==> src/rtl/mux_pkg.sv <==
// Shared defaults and pointer arithmetic for the round-robin mux stage.
package mux_pkg;

    localparam int DEFAULT_WIDTH  = 16;
    localparam int DEFAULT_NUM_CH = 4;

    function automatic int next_ptr(input int g, input int n);
        return (g + 1) % n;
    endfunction

endpackage

==> src/rtl/rr_mux_stage_arbiter.sv <==
// Round-robin / forced-select arbiter; owns the rotating priority pointer.
module rr_arbiter
    import mux_pkg::*;
#(
    parameter int NUM_CH = DEFAULT_NUM_CH,
    parameter int CH_W   = $clog2(NUM_CH)
) (
    input  logic              clk,
    input  logic              rst_n,
    input  logic [NUM_CH-1:0] req,
    input  logic              force_en,
    input  logic [CH_W-1:0]   force_sel,
    input  logic              advance,
    output logic [NUM_CH-1:0] grant,
    output logic [CH_W-1:0]   grant_idx
);

    logic [CH_W-1:0] ptr;
    logic            found;

    // Scan ptr..NUM_CH-1 first, then 0..ptr-1; the first requester wins.
    always_comb begin
        grant     = '0;
        grant_idx = '0;
        found     = 1'b0;
        if (force_en) begin
            for (int i = 0; i < NUM_CH; i++) begin
                if (CH_W'(i) == force_sel && req[i]) begin
                    grant[i]  = 1'b1;
                    grant_idx = CH_W'(i);
                end
            end
        end else begin
            for (int i = 0; i < NUM_CH; i++) begin
                if (!found && req[i] && i >= int'(ptr)) begin
                    found     = 1'b1;
                    grant[i]  = 1'b1;
                    grant_idx = CH_W'(i);
                end
            end
            for (int i = 0; i < NUM_CH; i++) begin
                if (!found && req[i] && i < int'(ptr)) begin
                    found     = 1'b1;
                    grant[i]  = 1'b1;
                    grant_idx = CH_W'(i);
                end
            end
        end
    end

    // Forced grants leave the pointer alone so round-robin resumes where it was.
    always_ff @(posedge clk) begin
        if (!rst_n) begin
            ptr <= '0;
        end else if (advance && !force_en && (|grant)) begin
            ptr <= CH_W'(next_ptr(int'(grant_idx), NUM_CH));
        end
    end

endmodule

==> src/rtl/rr_mux_stage.sv <==
// N-channel registered mux with per-channel valid/ready and a single output register.
module rr_mux_stage
    import mux_pkg::*;
#(
    parameter  int WIDTH  = DEFAULT_WIDTH,
    parameter  int NUM_CH = DEFAULT_NUM_CH,
    localparam int CH_W   = $clog2(NUM_CH)
) (
    input  logic                    clk,
    input  logic                    rst_n,
    input  logic [NUM_CH*WIDTH-1:0] in_data,
    input  logic [NUM_CH-1:0]       in_valid,
    output logic [NUM_CH-1:0]       in_ready,
    input  logic                    force_en,
    input  logic [CH_W-1:0]         force_sel,
    output logic [WIDTH-1:0]        out_data,
    output logic [CH_W-1:0]         out_ch,
    output logic                    out_valid,
    input  logic                    out_ready
);

    logic              load;
    logic              advance;
    logic [NUM_CH-1:0] grant;
    logic [CH_W-1:0]   grant_idx;
    logic [WIDTH-1:0]  sel_data;
    logic [WIDTH-1:0]  data_p1;
    logic [CH_W-1:0]   ch_p1;
    logic              vld_p1;

    assign load    = !vld_p1 || out_ready;
    assign advance = rst_n && load;

    rr_arbiter #(
        .NUM_CH (NUM_CH),
        .CH_W   (CH_W)
    ) u_arb (
        .clk       (clk),
        .rst_n     (rst_n),
        .req       (in_valid),
        .force_en  (force_en),
        .force_sel (force_sel),
        .advance   (advance),
        .grant     (grant),
        .grant_idx (grant_idx)
    );

    assign in_ready = advance ? grant : '0;

    // One-hot AND-OR select keeps in_data off any combinational output path.
    always_comb begin
        sel_data = '0;
        for (int i = 0; i < NUM_CH; i++) begin
            if (grant[i]) begin
                sel_data = sel_data | in_data[i*WIDTH +: WIDTH];
            end
        end
    end

    // Output stage
    always_ff @(posedge clk) begin
        if (!rst_n) begin
            data_p1 <= '0;
            ch_p1   <= '0;
            vld_p1  <= 1'b0;
        end else if (load) begin
            if (|grant) begin
                data_p1 <= sel_data;
                ch_p1   <= grant_idx;
                vld_p1  <= 1'b1;
            end else begin
                vld_p1  <= 1'b0;
            end
        end
    end

    assign out_data  = data_p1;
    assign out_ch    = ch_p1;
    assign out_valid = vld_p1;

endmodule

==> config.mk <==
export PLATFORM = sky130hd
export DESIGN_NAME = rr_mux_stage
export DESIGN_NICKNAME = d
export VERILOG_FILES = /design/src/rtl/mux_pkg.sv /design/src/rtl/rr_mux_stage_arbiter.sv /design/src/rtl/rr_mux_stage.sv
export SDC_FILE = /design/constraint.sdc
export NUM_CORES = 1
export LEC_CHECK = 0
export BUFFER_PORTS_ARGS = -buffer_cell sky130_fd_sc_hd__buf_2
export CAP_MARGIN = 20
export CORE_MARGIN = 2
export CORE_UTILIZATION = 40
export CTS_CLUSTER_DIAMETER = 30
export DETAILED_ROUTE_END_ITERATION = 6
export PLACE_DENSITY = 0.77
export SETUP_SLACK_MARGIN = 0.5
export SLEW_MARGIN = 20
export SYNTH_ARGS = -nofsm -noshare
export SYNTH_HDL_FRONTEND = slang
export SYNTH_SLANG_ARGS = --single-unit
==> constraint.sdc <==
create_clock -name clk -period 2.5 [get_ports clk]
set_input_delay 0.5 -clock clk [delete_from_list [all_inputs] [get_ports clk]]
set_output_delay 0.5 -clock clk [all_outputs]
set_load 0.01 [all_outputs]
**Word level (Yosys, flattened, before mapping)**

Cells that the tools add are included.

- Add/subtract/negate cells: 1
- Eq/ne operators: 3
- Reductions and logical operators: 31
- $lt $le $gt $ge: 6
- Multiplexer cells: 39
- Bitwise gates (word level): 3

Operator list:

| operator | count |
|---|---|
| 16-bit two-way mux | 4 |
| 16-bit bitwise OR | 3 |
| 1-bit two-way mux | 25 |
| 1-bit logical AND | 19 |
| 2-bit two-way mux | 8 |
| 1-bit zero test | 8 |
| 4-bit two-way mux | 2 |
| 2-bit equality test, first input constant | 2 |
| 1-bit by 2-bit >= comparator with 1-bit output, first input constant | 2 |
| 1-bit by 2-bit less-than comparator with 1-bit output, first input constant | 2 |
| 4-bit OR reduction | 1 |
| 2-bit by 1-bit adder with 2-bit output, second input constant | 1 |
| 1-bit by 2-bit equality test with 1-bit output, first input constant | 1 |
| 2-bit >= comparator, first input constant | 1 |
| 2-bit zero test | 1 |
| 2-bit less-than comparator, first input constant | 1 |
| 2-bit AND reduction | 1 |
| 1-bit logical OR | 1 |

- Register bits after elaboration: 21
- Output and inout port bits: 23

**Logic depth before layout (Yosys ltp)**

- Depth after elaboration: 40
- Depth in mapped cells: 8
- Gate-level depth less buffers: 5

**Cells and area by module**

Synthesis repeated with hierarchy kept, for this count alone.

- Cell total of the unflattened synthesis: 181
- Area total of the unflattened synthesis: 1620.3 um2

By module, submodules not included:

| module | cells an instance | area an instance (um2) | seq. area each (um2) | instances |
|---|---|---|---|---|
| rr_mux_stage | 115 | 1109.8 | 380.4 | 1 |
| rr_arbiter | 66 | 510.5 | 40.0 | 1 |

**Worst setup path before layout**

OpenSTA, ideal clock, no wires.

- Kind: input to output
- Start point: input port force_en
- End point: output port in_ready[2]
- Arrival: 1765 ps
- Setup slack: 235 ps
- Stages on the path: 4
- Cell sequence: buf_2 > o311ai_1 > clkbuf_1 > and2_1

- Longest elaborated chain between the ends: 2

RTL lines:

| item | RTL line | RTL |
|---|---|---|
| start: declaration | rr_mux_stage.sv:14 | `input logic force_en,` |
| 4-bit two-way mux | rr_mux_stage_arbiter.sv:26 | `if (force_en) begin` |
| 4-bit two-way mux | rr_mux_stage.sv:48 | `assign in_ready = advance ? grant : '0;` |
| end: declaration | rr_mux_stage.sv:13 | `output logic [NUM_CH-1:0] in_ready,` |

Every way passes these cells.

**Worst setup path in the final report**

- Start point: register u_arb.ptr[1]
- End point: output port in_ready[3]

- Longest elaborated chain between the ends: 19
- Elaborated cells between the ends (all ways): 21
- Classes of those cells: order compare (3); mux (9); reduce/logical (9)

RTL lines:

| item | RTL line | RTL |
|---|---|---|
| start: declaration | rr_mux_stage_arbiter.sv:18 | `logic [CH_W-1:0] ptr;` |
| start signal: assignment | rr_mux_stage_arbiter.sv:56 | `ptr <= CH_W'(next_ptr(int'(grant_idx), NUM_CH));` |
| 1-bit by 2-bit >= comparator with 1-bit output | rr_mux_stage_arbiter.sv:35 | `if (!found && req[i] && i >= int'(ptr)) begin` |
| 1-bit logical AND | rr_mux_stage_arbiter.sv:35 |  |
| 1-bit two-way mux | rr_mux_stage_arbiter.sv:35 |  |
| 1-bit two-way mux | rr_mux_stage_arbiter.sv:26 |  |
| 1-bit zero test | rr_mux_stage_arbiter.sv:35 |  |
| 1-bit logical AND (2 in series) | rr_mux_stage_arbiter.sv:35 |  |
| 1-bit two-way mux | rr_mux_stage_arbiter.sv:35 |  |
| 1-bit two-way mux | rr_mux_stage_arbiter.sv:26 |  |
| 1-bit zero test | rr_mux_stage_arbiter.sv:35 |  |
| 1-bit logical AND (2 in series) | rr_mux_stage_arbiter.sv:35 |  |
| 1-bit two-way mux * | rr_mux_stage_arbiter.sv:35 |  |
| 1-bit two-way mux * | rr_mux_stage_arbiter.sv:26 |  |
| 1-bit zero test * | rr_mux_stage_arbiter.sv:35 |  |
| 1-bit logical AND * | rr_mux_stage_arbiter.sv:35 |  |
| 1-bit two-way mux * | rr_mux_stage_arbiter.sv:35 |  |
| 4-bit two-way mux * | rr_mux_stage_arbiter.sv:26 |  |
| 4-bit two-way mux * | rr_mux_stage.sv:48 |  |

Mark *: on every way between the ends. The rest lies on a longest branch, timed or not. The select of a mux whose other input is x is not followed.

==> results.md <==
- First-pass GRT wire length: 11800 um
- Nets@finish: 431
- Fin. Hold Viols: 0
- Pwr/cell area: ~430 mW/mm^2
- Vias in the first global route: 2453
- Layout area overhead: 60.9%
- Congestion Overflow GR: 0
- Initial antenna violation count: 0
- Syn Std Cell Area: 0.00192 mm^2
- Yosys top cell area share: 0.219
- Routed via count: 2574
- Synth warn: 0
- Routability cong.: 0.898
- Syn Area/Cell: 8.32 um^2
- Final Setup Violations: 0
- Worst skew pair latency: between 0.2 and 0.3 ns
- Iteration-0 DRC Markers: ~250
- Total track usage: 0.285
- CP Launch Type: flop
- Post-synth EDFFs: 0
- Setup Skew: 0.00583 ns
- Fmax: approximately 470 MHz
- Hold WC Path Type: reg -> reg
- Routed vias/inst: 6.28
- Core area: 0.00469 mm^2
- Slew HR: 0.622
- Main synth FF type: dfxtp_1
- CTS root buffer: clkbuf_8
- Clock Path Buffers: 2
- # H-tree levels: 1
- Post-Route WL: 8070 um
- CP required: 2.00 ns
- Syn Nets: 305
- Hold WS: 0.465 ns
- Worst-case vdd ir drop: 0.320 mV
- Status: finished, final reports clean
- Num rows: 25
- Clk slew on worst S/H paths: 0.09 ns
- Detailed Routing Iterations Pass 1: 5
- Critical path type: reg -> out
- Register area share after synthesis: 0.219
- Clk sink count: 21
- Most frequent cells after synthesis: 21 x dfxtp_1, 21 x nand2_1, 19 x inv_1
- Final instance area: about 0.0031 mm^2
- IO buf count: 96
- Worst-Margin Slew: 0.553 ns
- Top post-synthesis cells by area: dfxtp_1 22%, nor4bb_1 7.8%, o221ai_2 7.8%, a2111oi_0 7.3%, nor3b_1 6.6%
- Setup ws final: 0.354 ns
- CTS tree: yes
- Dominant cell type by area after synthesis: dfxtp_1
- Max_cap viols: 0
- Synth async-reset ratio: 0
- #FFs+latches synth: 21
- Static Leak: around 1.3 nW
- Share of layout cells above drive strength 1: 0.562
- Crit Path Max Fanout: 8
- Ant. Diodes: 0
- Die ar.: 0.00538 mm^2
- WL/cell: 19.7 um
- Post-DP Area: 0.00262 mm^2
- Mapped Cells: approximately 230
- Setup WS pre-CTS: -0.185 ns
- Final period util: 0.858
- Arrival time worst endpoint: 1.65 ns
- Largest net degree at the start of global routing: 40
- Cell count of the worst reg-to-reg path: 8
- Die height: 73.3 um
- Final Slew Violations: 0
- Antenna Nets Post-Route: 0
- RSZ-0062 raised after global routing: yes
- Starting density of the core: 0.410
- Die W: 73.3 um
- Number of buffers created by CTS: 3
- Crit path capture type: output port
- Hold depth: 2
- Tmin final: 2.15 ns
- Synth cell types: 43
- DP HPWL: 4920 um
- I/O Pins: 97
- Residual DRC: 0
placed cells by master, fill, tap and decap left out, drive strengths merged, types with 2 or more instances in the layout:
| cell | instances |
|---|---|
| and2 | 4 |
| nor3b | 17 |
| nand2b | 5 |
| inv | 18 |
| nand3 | 18 |
| o221ai | 16 |
| o221a | 2 |
| mux2i | 2 |
| buf | 142 |
| o21ai | 4 |
| nor2b | 5 |
| nor2 | 6 |
| nor4bb | 15 |
| a2111oi | 17 |
| a21oi | 2 |
| a211oi | 17 |
| dfxtp | 21 |
| clkbuf | 4 |
| o41ai | 2 |
| clkinvlp | 2 |
| nand2 | 21 |
| nor3 | 2 |
kinds of logic after synthesis:
logic type,Yosys count,synth area share
muxes,2,0.0104
AOI/OAI and AO/OA,69,0.358
buffers and inverters,41,0.0911
and+or+nand+nor,98,0.322
DFF,21,0.219
repair_timing:
action	CTS	global route
setup endpoints to repair	25	25
buffers inserted	17	4
gates resized for setup	47	16
hold buffers	0	0
cloned	0	0
pin swaps	10	6
where the power goes:
part | total [mW] | internal, mW | switching (mW)
combinational | 0.677 | 0.334 | 0.342
sequential | 0.418 | 0.379 | 0.0393
clock | 0.247 | 0.113 | 0.133
total | 1.34 | 0.826 | 0.515
flip-flops by register name (all words and copies together), names as in the netlist:
signal     count
out_data      16
u_arb.ptr      2
out_ch         2
out_valid      1
through the flow:
stage | instances | util | setup TNS, ns | power, mW
2_1_floorplan | 231 | - | 0 | 0.719
6_report | 410 | 0.659 | 0 | 1.34
5_1_grt | 410 | 0.659 | 0 | 1.40
4_1_cts | 406 | 0.641 | 0 | 1.28
3_5_place_dp | 385 | 0.559 | -0.409 | 0.938
3_3_place_gp | 385 | 0.559 | -0.296 | 0.929
layer usage:
| layer | routed length (um) | global-route usage |
|---|---|---|
| met1 | 3290 | 0.354 |
| met2 | 3960 | 0.482 |
| met4 | 293 | 0.119 |
| met3 | 524 | 0.0535 |
| met5 | 0 | 0 |
layout make-up:
class	instances	area [um^2]
fillers	373	1600
repair buffers	143	927
multi-input cells	169	1550
clock buffers	3	41.3
flip-flops and latches	21	425
clock inverters	1	7.51
inverters	19	77.6
well taps	54	67.6
worst paths after layout:
kind	startpoint	to	slack (ns)
worst max-delay path	u_arb.ptr[1]	in_ready[3]	0.35
worst min-delay path	out_ch[0]	out_ch[0]	0.47
worst max register to register	u_arb.ptr[1]	out_data[5]	0.37
worst min register to register	out_ch[0]	out_ch[0]	0.47
critical path, cell delays in order, from the launching register on:
cell	delay, ns
dfxtp_4	0.40
nand2b_4	0.18
a211oi_4	0.28
nor3b_2	0.08
buf_4	0.16
and2_4	0.15
buf_6	0.11
Note: power is estimated with default switching activity, not from simulation.
